--- src/rtl/pkt_dispatch.sv ---
// pkt_dispatch: queued packet-descriptor dispatcher with per-destination done handshake.
// Define PKTDISP_TIMEOUT_EN to add the WAIT watchdog (TIMEOUT_CYC) and timeout pulse.
module pkt_dispatch #(
    parameter int ID_WIDTH    = 16,
    parameter int TYPE_WIDTH  = 3,
    parameter int NUM_DEST    = 4,
    parameter int FIFO_DEPTH  = 4,
    parameter logic [NUM_DEST*(2**TYPE_WIDTH)-1:0] ROUTE_MAP = 32'h099A1C6A,
    parameter logic [ID_WIDTH-1:0] BCAST_ID = 16'hFFFF,
    parameter int TIMEOUT_CYC = 255
) (
    input  logic                  clk,
    input  logic                  nrst,
    input  logic                  newpkt,
    input  logic [TYPE_WIDTH-1:0] fPktType,
    input  logic [ID_WIDTH-1:0]   destinationID,
    input  logic [ID_WIDTH-1:0]   myNodeID,
    input  logic [NUM_DEST-1:0]   done,
    output logic [NUM_DEST-1:0]   en_out,
    output logic                  iAmDestination,
    output logic                  iAmBroadcast,
    output logic [TYPE_WIDTH-1:0] cur_type,
    output logic                  busy,
    output logic                  full,
    output logic [7:0]            drop_cnt,
    output logic                  timeout
);

    localparam int PW = $clog2(FIFO_DEPTH);
    localparam int DW = TYPE_WIDTH + ID_WIDTH;
    localparam int NT = 2**TYPE_WIDTH;

    if (FIFO_DEPTH < 2 || (FIFO_DEPTH & (FIFO_DEPTH - 1)) != 0) begin : g_bad_depth
        $error("pkt_dispatch: FIFO_DEPTH must be a power of two >= 2");
    end
    if (TIMEOUT_CYC < 1 || TIMEOUT_CYC > 255) begin : g_bad_timeout
        $error("pkt_dispatch: TIMEOUT_CYC must be in 1..255");
    end

    typedef enum logic [1:0] {
        IDLE,
        DISPATCH,
        WAIT
    } state_t;

    state_t state;

    logic [DW-1:0]         mem [FIFO_DEPTH];
    logic [PW-1:0]         wr_ptr;
    logic [PW-1:0]         rd_ptr;
    logic [PW:0]           count;
    logic                  fifo_full;
    logic                  fifo_empty;
    logic                  push;
    logic                  pop;

    logic [TYPE_WIDTH-1:0] head_type;
    logic [ID_WIDTH-1:0]   head_id;
    logic [NUM_DEST-1:0]   head_mask;
    logic [NUM_DEST-1:0]   route_tbl [NT];

    logic [NUM_DEST-1:0]   mask;
    logic [NUM_DEST-1:0]   pending;
    logic [NUM_DEST-1:0]   disp_left;
    logic [NUM_DEST-1:0]   wait_left;

`ifdef PKTDISP_TIMEOUT_EN
    localparam logic [7:0] TO_LAST = 8'(TIMEOUT_CYC - 1);
    logic [7:0] wait_cnt;
`endif

    // Reshape the flat routing map into one mask per packet type.
    for (genvar t = 0; t < NT; t++) begin : g_map
        assign route_tbl[t] = ROUTE_MAP[t*NUM_DEST +: NUM_DEST];
    end

    assign fifo_full  = (count == (PW+1)'(FIFO_DEPTH));
    assign fifo_empty = (count == '0);
    assign push       = newpkt && !fifo_full;
    assign pop        = (state == IDLE) && !fifo_empty;

    assign {head_type, head_id} = mem[rd_ptr];
    assign head_mask = route_tbl[head_type];

    assign disp_left = mask & ~done;
    assign wait_left = pending & ~done;

    assign full = fifo_full;
    assign busy = (state != IDLE);

    always_ff @(posedge clk) begin
        if (push) begin
            mem[wr_ptr] <= {fPktType, destinationID};
        end
    end

    // A push is judged against the pre-pop count, so a full FIFO drops
    // even when the head is popped in the same cycle.
    always_ff @(posedge clk or negedge nrst) begin
        if (!nrst) begin
            wr_ptr   <= '0;
            rd_ptr   <= '0;
            count    <= '0;
            drop_cnt <= '0;
        end else begin
            if (push) begin
                wr_ptr <= wr_ptr + 1'b1;
            end
            if (pop) begin
                rd_ptr <= rd_ptr + 1'b1;
            end
            case ({push, pop})
                2'b10:   count <= count + 1'b1;
                2'b01:   count <= count - 1'b1;
                default: count <= count;
            endcase
            if (newpkt && fifo_full && drop_cnt != 8'hFF) begin
                drop_cnt <= drop_cnt + 8'd1;
            end
        end
    end

    always_ff @(posedge clk or negedge nrst) begin
        if (!nrst) begin
            state          <= IDLE;
            mask           <= '0;
            pending        <= '0;
            en_out         <= '0;
            cur_type       <= '0;
            iAmDestination <= 1'b0;
            iAmBroadcast   <= 1'b0;
`ifdef PKTDISP_TIMEOUT_EN
            wait_cnt       <= '0;
            timeout        <= 1'b0;
`endif
        end else begin
            en_out <= '0;
`ifdef PKTDISP_TIMEOUT_EN
            timeout <= 1'b0;
`endif
            case (state)
                IDLE: begin
                    if (pop) begin
                        mask           <= head_mask;
                        en_out         <= head_mask;
                        cur_type       <= head_type;
                        iAmDestination <= (head_id == myNodeID);
                        iAmBroadcast   <= (head_id == BCAST_ID);
                        state          <= DISPATCH;
                    end
                end
                DISPATCH: begin
                    pending <= disp_left;
`ifdef PKTDISP_TIMEOUT_EN
                    wait_cnt <= '0;
`endif
                    state <= (disp_left == '0) ? IDLE : WAIT;
                end
                WAIT: begin
                    pending <= wait_left;
                    if (wait_left == '0) begin
                        state <= IDLE;
                    end
`ifdef PKTDISP_TIMEOUT_EN
                    else if (wait_cnt == TO_LAST) begin
                        pending <= '0;
                        timeout <= 1'b1;
                        state   <= IDLE;
                    end else begin
                        wait_cnt <= wait_cnt + 8'd1;
                    end
`endif
                end
                default: state <= IDLE;
            endcase
        end
    end

`ifndef PKTDISP_TIMEOUT_EN
    assign timeout = 1'b0;
`endif

endmodule

--- config.mk ---
export PLATFORM = sky130hd
export DESIGN_NAME = pkt_dispatch
export DESIGN_NICKNAME = d
export VERILOG_FILES = /design/src/rtl/pkt_dispatch.sv
export SDC_FILE = /design/constraint.sdc
export NUM_CORES = 1
export LEC_CHECK = 0
export ABC_CLOCK_PERIOD_IN_PS = 4720
export CORE_ASPECT_RATIO = 1.75
export CORE_MARGIN = 2
export CORE_UTILIZATION = 40
export DETAILED_ROUTE_END_ITERATION = 8
export GPL_ROUTABILITY_DRIVEN = 0
export SLEW_MARGIN = 20
export SYNTH_ARGS = -nofsm -noshare
export SYNTH_HDL_FRONTEND = slang
export SYNTH_SLANG_ARGS = --single-unit
--- constraint.sdc ---
create_clock -name clk -period 4.72 [get_ports clk]
set_clock_uncertainty 0.2 [all_clocks]
set_input_delay 0.944 -clock clk [delete_from_list [all_inputs] [get_ports clk]]
set_output_delay 0.944 -clock clk [all_outputs]
set_load 0.02 [all_outputs]
==> flow_summary.yaml <==
yosys:
  post_synth_inst_count: 325
  yosysWarnings: 0
  yosysMostFrequentCell: "edfxtp_1"
  synth-edff-count: 76
  ys_top_cells_by_count: "edfxtp_1, dfrtp_1, inv_1"
  synth_compound_area_frac: 0.0681
  synth-async-reset-ratio: 0.309
  syn_area_um2: 4820
  ys.flop_type: "edfxtp_1"
  syn_area_per_cell_um2: 14.8
  ys_ff_latch: 110
  synth_top_area_cell: "edfxtp_1"
  ys_top_cells_by_area: "edfxtp_1, dfrtp_1, mux4_2"
  synthSimpleGateAreaFrac: 0.0657
  yosysUniqueCellTypes: 49
  synthAdderAreaFrac: 0.0353
  synthesis.nets: 380
  seq_area_frac_synth: 0.651
  synthXorXnorAreaFrac: 0.0473
  synth_top_area_frac: 0.474
  synthMuxAreaShare: 0.0987
  synth_top_family_by_area: "multiplexers"
grt:
  grt_overflow: 0
  grtUsageTotal: 0.157
  antenna_found_initial: 0
  grt_pass1_wl_um: 15000
  grt_pass1_vias: 2918
  grt_max_degree: 35
clock_network:
  numCtsBuffers: 9
  postCtsHoldBufs: 0
  clock_latency_ns: 0.34
  ctsLongestPathBuffers: 2
  htree_num_levels: 3
  cts.sinks: 110
  cts_root_buf: "clkbuf_16"
  cts_resized: 0
  clkTransAtPathRegs_ns: 0.07
  cts_tree: "yes"
  postCtsSetupRepairBufs: 0
power:
  ir_worst_vdd_uv: 202
  p_leak_nw: 2.20
  powerDensity_nw_per_um2: 592
critical_path:
  r2r_slack_ns: 1.73
  reg2reg_depth: 7
  endpoint_kind: "output pin"
  r2r-end: "iAmDestination"
  arrival_ns: 1.93
  cp-endpoint: "full"
  critPathLaunchType: "flop"
  cp-startpoint: "count[1]"
  criticalPathCategory: "reg2out"
  rr_startpoint: "rd_ptr[1]"
  path_max_fanout: 4
  required_ns: 3.58
placed_design:
  pre_cts_ws_ns: 1.31
  io_buffers: 60
  dpl-instance-area_um2: 5540
  hpwl_um: 7180
cells_and_area:
  n_antenna_cell: 0
  nets: 444
  syn2layout_area_growth_pct: 21.1
  design_area_um2: 5830
  fillers: 1044
  multi_input_area_um2: 1520
  seq_area_um2: 3130
  drive_above_1_share: 0.0888
  fin_util: 0.492
timing:
  finalSetupTns_ns: 0
  min_period_ns: 3.07
  period_share: 0.651
  setup_ws_ns: 1.65
  fmax_mhz: 325
  final_max_slew_viol_count: 0
  finalSetupViolCount: 0
  rsz0062_at_grt: "false"
  slew-limit-headroom: 0.330
  hold_viol_final: 0
  worst-slew-pin-transition_ns: 1.01
route:
  antenna_left: 0
  viasPerCell: 5.23
  wirelength_met1_um: 3640
  dr_wl_met2_um: 5490
  met3WireLength_um: 274
  wl_per_cell_um: 18.0
  vias: 2778
  finalWirelength_um: 9560
  first_pass_iters: 4
  drc: 0
  drt_first_iter_violations: 125
  routed.top_layer: "met4"
run:
  cap_violations: 0
run_status:
  status: "finished, final reports clean"
floorplan:
  dieHeight_um: 149
  std_cell_rows: 53
  ioPinCount: 62
  coreArea_um2: 11900
  dieArea_um2: 13000
  start_util: 0.406
  dieWidth_um: 86.9
hold_path:
  hold_class: "reg2reg"
[final cells by class]
type | count | share of cell area
timing repair buffer | 63 | 0.107
tap | 137 | 0.0294
clock inverter | 7 | 0.0127
sequential | 110 | 0.537
inverter | 23 | 0.0148
multi-input combinational | 182 | 0.261
clock buffer | 9 | 0.0386
[where the power goes]
group	total (mW)	switching, mW	internal [mW]
clock	0.748	0.335	0.413
sequential	1.45	0.152	1.29
combinational	1.26	0.693	0.566
[cells in the final DEF, fill, tap and decap left out, drive strengths merged, types with 6 or more instances in the layout]
cell,Yosys,final
clkbuf,2,9
clkdlybuf4s50,0,60
clkinv,1,6
dfrtp,34,34
edfxtp,76,76
ha,12,12
inv,22,23
mux2i,19,19
mux4,12,12
nand2,14,14
nand4,7,7
nor2,13,13
o21ai,10,10
o22ai,8,8
xnor2,17,17
xor2,9,9
[metrics by stage]
stage	hold slack [ns]	power, mW	cells
2_1_floorplan	0.256	2.36	325
3_3_place_gp	0.274	2.72	515
3_5_place_dp	0.281	2.76	515
4_1_cts	0.290	3.50	531
5_1_grt	0.320	3.67	531
6_report	0.287	3.45	531
[worst max-delay path, stage by stage (launching register included)]
cell and delay [ns]:
dfrtp_1 0.42, nor3b_1 0.48, clkdlybuf4s50_1 0.70
[worst min-delay path by stage]
stage / start / to / cells after the start
5_1_grt: count[2] / count[2] / 1
2_1_floorplan: count[2] / count[2] / 1
3_5_place_dp: count[2] / count[2] / 1
6_report: count[2] / count[2] / 1
4_1_cts: count[2] / count[2] / 1
3_3_place_gp: count[2] / count[2] / 1
[cell families (layout without fill, tap and decap cells)]
group,Yosys count,after routing
flops,110,110
simple gates,63,63
compound gates,47,47
buf+inv,33,102
mux,32,32
xor+xnor,26,26
fa+ha+maj,13,13
other cells,1,1
[routing by layer]
metal | vias to the layer above | GRT usage
li1 | 1335 | -
met1 | 1371 | 0.176
met2 | 64 | 0.290
met3 | 8 | 0.0266
met4 | 0 | 0.0586
met5 | - | 0
[registers in the layout, indices dropped and copies added, names as in the netlist]
signal	cells
wr_ptr	2
pending	4
mask	4
drop_cnt	8
mem	76
en_out	4
count	3
rd_ptr	2
cur_type	3
state	2
iAmDestination	1
iAmBroadcast	1
Power figures use the tool's default switching activity.
